[config.mk]
export PLATFORM = sky130hd
export DESIGN_NAME = evg_heartbeat_timer
export DESIGN_NICKNAME = d
export VERILOG_FILES = /design/src/rtl/evg_heartbeat_timer_pkg.sv /design/src/rtl/evg_pulse_delay.sv /design/src/rtl/evg_heartbeat_timer.sv
export SDC_FILE = /design/constraint.sdc
export NUM_CORES = 1
export LEC_CHECK = 0
export BUFFER_PORTS_ARGS = -buffer_cell sky130_fd_sc_hd__clkbuf_2
export CORE_UTILIZATION = 45
export DETAILED_ROUTE_END_ITERATION = 7
export GPL_ROUTABILITY_DRIVEN = 1
export PLACE_DENSITY = 0.68
export SYNTH_ARGS = -nofsm -noshare
export SYNTH_HDL_FRONTEND = slang
export SYNTH_SLANG_ARGS = --single-unit
[constraint.sdc]
create_clock -name evgTxClk -period 13 [get_ports evgTxClk]
set_clock_uncertainty 0.2 [all_clocks]
set_input_delay 1.3 -clock evgTxClk [delete_from_list [all_inputs] [get_ports evgTxClk]]
set_output_delay 1.3 -clock evgTxClk [all_outputs]
set_load 0.005 [all_outputs]
[src/rtl/evg_heartbeat_timer_pkg.sv]
// Shared encodings and constants for the EVG heartbeat timer.
// The latched mode value and the FSM state use these enums.
package evg_heartbeat_timer_pkg;

  typedef enum logic [1:0] {
    MODE_STOP        = 2'd0,
    MODE_FREE_RUN    = 2'd1,
    MODE_PPS_ALIGNED = 2'd2,
    MODE_RESERVED    = 2'd3
  } evg_mode_e;

  typedef enum logic [1:0] {
    ST_IDLE  = 2'd0,
    ST_ARMED = 2'd1,
    ST_RUN   = 2'd2
  } evg_state_e;

  localparam int unsigned MIN_INTERVAL = 2;

endpackage

[src/rtl/evg_pulse_delay.sv]
// Loadable down-counter one-shot: emits a 1-cycle registered pulse delay_i cycles after load_i.
// A delay of 0 pulses in the cycle after the load edge. load_i has priority over clear_i.
module evg_pulse_delay #(
  parameter int unsigned WIDTH = 32
) (
  input  logic             clk_i,
  input  logic             rst_i,
  input  logic             load_i,
  input  logic             clear_i,
  input  logic [WIDTH-1:0] delay_i,
  output logic             pulse_o
);

  localparam logic [WIDTH-1:0] ONE = WIDTH'(1);

  logic [WIDTH-1:0] cnt_q, cnt_d;
  logic             pulse_q, pulse_d;

  always_comb begin
    cnt_d   = cnt_q;
    pulse_d = 1'b0;
    if (load_i) begin
      cnt_d   = delay_i;
      pulse_d = (delay_i == '0);
    end else if (clear_i) begin
      cnt_d = '0;
    end else if (cnt_q != '0) begin
      cnt_d   = cnt_q - ONE;
      pulse_d = (cnt_q == ONE);
    end
  end

  always_ff @(posedge clk_i or posedge rst_i) begin
    if (rst_i) begin
      cnt_q   <= '0;
      pulse_q <= 1'b0;
    end else begin
      cnt_q   <= cnt_d;
      pulse_q <= pulse_d;
    end
  end

  assign pulse_o = pulse_q;

endmodule

[src/rtl/evg_heartbeat_timer.sv]
// EVG heartbeat / sequence-start pulse source, free-running or aligned to a PPS marker.
// Every output is a flop; the sequence delay lives in evg_pulse_delay.
module evg_heartbeat_timer
  import evg_heartbeat_timer_pkg::*;
#(
  parameter int unsigned COUNTER_WIDTH = 32,
  parameter int unsigned DIVISOR_WIDTH = 8,
  parameter string       DEBUG         = "false"
) (
  input  logic                     evgTxClk,
  input  logic                     evgReset,
  input  logic                     evgConfigStrobe,
  input  logic [1:0]               evgConfigMode,
  input  logic [COUNTER_WIDTH-1:0] evgHeartbeatInterval,
  input  logic [DIVISOR_WIDTH-1:0] evgSequenceDivisor,
  input  logic [COUNTER_WIDTH-1:0] evgSequenceDelay,
  input  logic                     evgPPSmarker,
  input  logic                     evgClearStatus,
  output logic                     evgHeartbeatRequest,
  output logic                     evgSequenceStart,
  output logic                     evgRunning,
  output logic                     evgArmed,
  output logic                     evgPPSmisalign
);

  localparam logic [COUNTER_WIDTH-1:0] C_ONE = COUNTER_WIDTH'(1);
  localparam logic [COUNTER_WIDTH-1:0] C_MIN = COUNTER_WIDTH'(MIN_INTERVAL);
  localparam logic [DIVISOR_WIDTH-1:0] D_ONE = DIVISOR_WIDTH'(1);

  evg_state_e                 state_q, state_d;
  evg_mode_e                  mode_q;
  logic [COUNTER_WIDTH-1:0]   int_q, dly_q, hb_cnt_q, hb_cnt_d;
  logic [DIVISOR_WIDTH-1:0]   div_q, div_cnt_q, div_cnt_d;
  logic                       hb_q, hb_d, run_q, arm_q, mis_q, mis_d;
  logic [COUNTER_WIDTH-1:0]   cfg_int, cfg_dly, cur_int, cur_dly;
  logic [DIVISOR_WIDTH-1:0]   cur_div, hb_idx;
  logic                       run_entry, mis_set, seq_load, seq_clr, seq_pulse;

  // A strobe that enters RUN must time its first heartbeat from the new fields, not the latched ones.
  always_comb begin
    cfg_int = (evgHeartbeatInterval < C_MIN) ? C_MIN : evgHeartbeatInterval;
    cfg_dly = (evgSequenceDelay > cfg_int - C_ONE) ? cfg_int - C_ONE : evgSequenceDelay;
    cur_int = evgConfigStrobe ? cfg_int : int_q;
    cur_dly = evgConfigStrobe ? cfg_dly : dly_q;
    cur_div = evgConfigStrobe ? evgSequenceDivisor : div_q;
  end

  always_ff @(posedge evgTxClk or posedge evgReset) begin
    if (evgReset) state_q <= ST_IDLE;
    else          state_q <= state_d;
  end

  always_comb begin
    state_d = state_q;
    if (evgConfigStrobe) begin
      case (evgConfigMode)
        MODE_FREE_RUN:    state_d = ST_RUN;
        MODE_PPS_ALIGNED: state_d = ST_ARMED;
        default:          state_d = ST_IDLE;
      endcase
    end else if (state_q == ST_ARMED && evgPPSmarker) begin
      state_d = ST_RUN;
    end
  end

  assign run_entry = (state_d == ST_RUN) && (evgConfigStrobe || state_q == ST_ARMED);

  always_comb begin
    hb_d      = 1'b0;
    seq_load  = 1'b0;
    hb_cnt_d  = hb_cnt_q;
    div_cnt_d = div_cnt_q;
    hb_idx    = run_entry ? '0 : div_cnt_q;
    if (run_entry || (state_q == ST_RUN && !evgConfigStrobe && hb_cnt_q == '0)) begin
      hb_d      = 1'b1;
      hb_cnt_d  = cur_int - C_ONE;
      seq_load  = (cur_div != '0) && (hb_idx == '0);
      div_cnt_d = (hb_idx >= cur_div - D_ONE) ? '0 : hb_idx + D_ONE;
    end else if (evgConfigStrobe) begin
      hb_cnt_d  = '0;
      div_cnt_d = '0;
    end else if (state_q == ST_RUN) begin
      hb_cnt_d = hb_cnt_q - C_ONE;
    end
    seq_clr = evgConfigStrobe || (state_d != ST_RUN);
    // Alignment is judged against the heartbeat currently on the output.
    mis_set = !evgConfigStrobe && (state_q == ST_RUN) && (mode_q == MODE_PPS_ALIGNED)
              && evgPPSmarker && !hb_q;
    mis_d   = mis_set ? 1'b1 : (evgClearStatus ? 1'b0 : mis_q);
  end

  always_ff @(posedge evgTxClk or posedge evgReset) begin
    if (evgReset) begin
      mode_q    <= MODE_STOP;
      int_q     <= '0;
      dly_q     <= '0;
      div_q     <= '0;
      hb_cnt_q  <= '0;
      div_cnt_q <= '0;
      hb_q      <= 1'b0;
      run_q     <= 1'b0;
      arm_q     <= 1'b0;
      mis_q     <= 1'b0;
    end else begin
      if (evgConfigStrobe) begin
        mode_q <= evg_mode_e'(evgConfigMode);
        int_q  <= cfg_int;
        dly_q  <= cfg_dly;
        div_q  <= evgSequenceDivisor;
      end
      hb_cnt_q  <= hb_cnt_d;
      div_cnt_q <= div_cnt_d;
      hb_q      <= hb_d;
      run_q     <= (state_d == ST_RUN);
      arm_q     <= (state_d == ST_ARMED);
      mis_q     <= mis_d;
    end
  end

  evg_pulse_delay #(
    .WIDTH(COUNTER_WIDTH)
  ) u_seq_delay (
    .clk_i   (evgTxClk),
    .rst_i   (evgReset),
    .load_i  (seq_load),
    .clear_i (seq_clr),
    .delay_i (cur_dly),
    .pulse_o (seq_pulse)
  );

  assign evgHeartbeatRequest = hb_q;
  assign evgSequenceStart    = seq_pulse;
  assign evgRunning          = run_q;
  assign evgArmed            = arm_q;
  assign evgPPSmisalign      = mis_q;

  // Registered copy of the outputs that the logic analyser can probe by name.
  if (DEBUG == "true") begin : g_mark_debug
    (* mark_debug = "true" *) logic [4:0] dbg_outs_q;
    always_ff @(posedge evgTxClk) dbg_outs_q <= {hb_q, seq_pulse, run_q, arm_q, mis_q};
  end

endmodule
==> results.cfg <==
[critical_path]
timing.critical_path.max_delay_family = simple AND/OR/NAND/NOR gates
regToRegStartpoint = hb_cnt_q[12]
timing.critical_path.required_ns = 13.13
critical-path-slowest-cell = sky130_fd_sc_hd__o31a_1
critPathMaxStageDelay_ns = 0.86
worst_path_class_setup = primary input to flip-flop
cp_capture_type = flip-flop
r2r_end = u_seq_delay.cnt_q[30]
cp-start-kind = primary input
critPathArrivalTime_ns = 8.46
cp_cell_sequence = clkbuf_2 > or4_1 > or3_4 > or3_4 > nand2_1 > ha_1 > or4b_1 > nor3_1 > nor4b_1 > xnor2_1 > ha_1 > nand4_1 > a2111oi_0 > o31a_1 > nor2_1 > o311ai_0 > or3b_1 > nor4_1 > a31o_1
timing.critical_path.fanout_max = 31
timing.reg2reg.worst_path_depth = 10
crit_buf_inv = 1
r2r_slack_ns = 8.50

[power_and_ir_drop]
switching_share_of_power_pct = 33.5
seqPwrFrac_pct = 34.7
power.total_mw = 1.68
comb_power_share_pct = 30.4
power.ir.vdd_worst_v = 0.0000775
p_switching_mw = 0.563
internal_power_mw = 1.12
clock_power_share_pct = 34.9
power_per_cell_area_nw_per_um2 = 146
leakagePower_nw = 5.04

[worst_hold_path]
holdPathEnd = mode_q[1]
hp-start = mode_q[1]
hold_path.class = flip-flop to flip-flop
timing.hold.worst_path_depth = 2

[timing]
timing.slew.headroom_pct = 29.2
finalSetupViolCount = 0
timing.hold.ws_ns = 0.292
grt_setup_unrepaired = no
final_period_demand_of_the_worst_path_ns = 8.33
timing.final.crit_share_pct = 64.1
timing.setup.tns_ns = 0
fmax_mhz = 120
hold_violations = 0
setup_slack_ns = 4.67
final_max_slew_viol_count = 0
worst_pin_slew_ns = 1.06

[die]
die_w_microns = 152
core_area_sq_um = 22000
initial_core_util_pct = 46.2
die_h_microns = 152
die-area_sq_um = 23200
io-pin-count = 84
floorplan.rows = 54

[flow_run]
cap_violations = 0

[outcome]
outcome = finished with violations
failed_checks = design-rule violations

[synth]
synth_fp_nets = 1250
synth_enable_flop_cells = 0
synth.yosys.warnings = 0
syn_inst = 1122
cell_area_synth_sq_um = 10100
netlist_top_cells_area = sky130_fd_sc_hd__dfrtp_1 38%, sky130_fd_sc_hd__ha_1 6.0%, sky130_fd_sc_hd__xnor2_1 6.0%, sky130_fd_sc_hd__nand2_1 3.4%, sky130_fd_sc_hd__xor2_1 2.8%
postSynthRegisterBits = 153
post_synth.cell_area_avg_sq_um = 9.04
ys_top_cells_by_count = 153 x sky130_fd_sc_hd__dfrtp_1, 93 x sky130_fd_sc_hd__nand2_1, 74 x sky130_fd_sc_hd__inv_1, 73 x sky130_fd_sc_hd__nor2_1, 70 x sky130_fd_sc_hd__xnor2_1
post_synth_num_cell_types = 83
synthMostInstantiatedCell = sky130_fd_sc_hd__dfrtp_1
synth_top_area_share_pct = 37.7
synth_top_area_cell = sky130_fd_sc_hd__dfrtp_1
postSynth.asyncResetShare_pct = 100
yosys_most_used_dff = sky130_fd_sc_hd__dfrtp_1
synth_sequential_area_ratio_pct = 37.7

[routing]
via_count = 8856
first_iter_violations = 739
drcViolationCount = 6
via_per_inst = 5.98
postRouteWirelength_microns = 29000
routed_wire_length_per_instance_microns = 19.6
drt_pass_1_iters = 8
antenna_violating_nets_post_route = 0

[global_route]
grt_first_pass_wirelength_microns = 46800
via_count_of_the_first_global_routing_pass = 8671
grt_use_total_pct = 25.7
grt_overflow = 0
grt_start_max_net_pins = 83
grt_antenna_before_repair = 3

[place]
place.port_buffers = 83
place_congestion = 0.932
dpl_worst_slack_ns = 4.32
post-dp-hpwl_microns = 21600
placed_cells = 1448
dpl-instance-area_sq_um = 10800

[clock_network]
cts_buffer_depth = 2
clkSlewWorstSetupHoldPaths_ns = 0.07
post_cts_hold_buffer_count = 0
postCtsSetupRepairBufs = 0
root_buffer = sky130_fd_sc_hd__clkbuf_16
h-tree-depth = 4
cts_repair_resize_count = 0
tritoncts_buffers = 17
clk-insertion-delay-late_ns = 0.44
cts.sink_count = 153
cts_tree = yes

[layout]
num-fill-cells = 2010
layout-drive-gt1-share_pct = 15.6
layout.core_utilization_pct = 52.4
ff_latch_area_sq_um = 3830
multi_input_comb_area_sq_um = 5860
final_net_count = 1315
stdcell_count = 1481
area_delta_synth_final_pct = 13.4
finalInstanceArea_sq_um = 11500
-- how the worst max path moves through the flow --
| stage | cells past startpoint | from | to | slack [ns] |
|---|---|---|---|---|
| floorplan | 24 | evgHeartbeatInterval[8] | u_seq_delay.pulse_o | 5.71 |
| global placement | 20 | evgHeartbeatInterval[11] | u_seq_delay.pulse_o | 4.58 |
| detailed placement | 20 | evgHeartbeatInterval[11] | u_seq_delay.pulse_o | 4.32 |
| CTS | 20 | evgHeartbeatInterval[11] | u_seq_delay.pulse_o | 4.77 |
| global route | 19 | evgHeartbeatInterval[11] | u_seq_delay.pulse_o | 4.20 |
| finish | 19 | evgHeartbeatInterval[11] | u_seq_delay.pulse_o | 4.67 |
-- per-layer routing --
layer	part of all wire, %	GRT usage (%)	wire length, microns
met1	45	35.1	13000
met2	47	41.5	13800
met3	5.3	3.61	1530
met4	2.5	9.28	720
met5	0	0	0
-- layout make-up --
| cell class | count | share of cell area (%) |
|---|---|---|
| Clock inverter | 10 | 1.85 |
| Multi-Input combinational cell | 846 | 50.9 |
| Timing Repair Buffer | 93 | 4.28 |
| Sequential cell | 153 | 33.3 |
| Antenna cell | 2 | 0.0435 |
| Inverter | 76 | 2.52 |
| Clock buffer | 21 | 4.09 |
| Tap cell | 280 | 3.04 |
-- placed cells by master, fill, tap and decap left out, drive strengths merged, types with 4 or more instances in the layout --
cell type  count
dfrtp        153
clkbuf       103
nand2         93
inv           78
nor2          74
xnor2         70
nor3          55
a21oi         54
ha            49
o22ai         38
o21ai         38
xor2          32
nor4          30
nand3         29
or3           23
nand4         21
mux2i         20
mux2          19
or4           18
a221oi        16
nor2b         13
or2           13
buf           11
and2          11
a31oi         10
a21o           9
o311ai         9
o211ai         8
o31ai          8
nor3b          7
nand3b         6
o2bb2ai        6
nand4b         6
bufinv         6
o2111ai        6
and3           4
nand2b         4
-- worst min-delay path: stages (launching register included) --
cell	delay (ns)
sky130_fd_sc_hd__dfrtp_1	0.32
sky130_fd_sc_hd__nand2_1	0.07
sky130_fd_sc_hd__nand2_1	0.07
-- logic make-up (layout without fill, tap and decap cells) --
logic type / after synthesis / count (layout) / synth area share, %
AND/OR/NAND/NOR: 418 / 418 / 22.1
AO/OA/AOI/OAI: 238 / 238 / 16.4
flip-flops: 153 / 153 / 37.7
buffers and inverters: 123 / 200 / 4.77
XOR/XNOR: 102 / 102 / 8.80
adder cells (fa/ha/maj): 49 / 49 / 6.04
multiplexers: 39 / 39 / 4.08
other: 0 / 2 / 0
-- power by group through the flow --
stage,combinational [mW],clock (mW),sequential (mW)
finish,0.511,0.586,0.583
global route,0.564,0.611,0.591
CTS,0.509,0.589,0.582
detailed placement,0.502,0,0.589
global placement,0.498,0,0.587
floorplan,0.378,0,0.579
-- sequential cells by signal, summed over array words and instances (netlist names), 2 cells and up --
signal and cells:
div_q 8, dly_q 32, int_q 32, div_cnt_q 8
state_q 2, mode_q 2, hb_cnt_q 32, u_seq_delay.cnt_q 32
No activity file was read; power rests on OpenSTA's default activity.
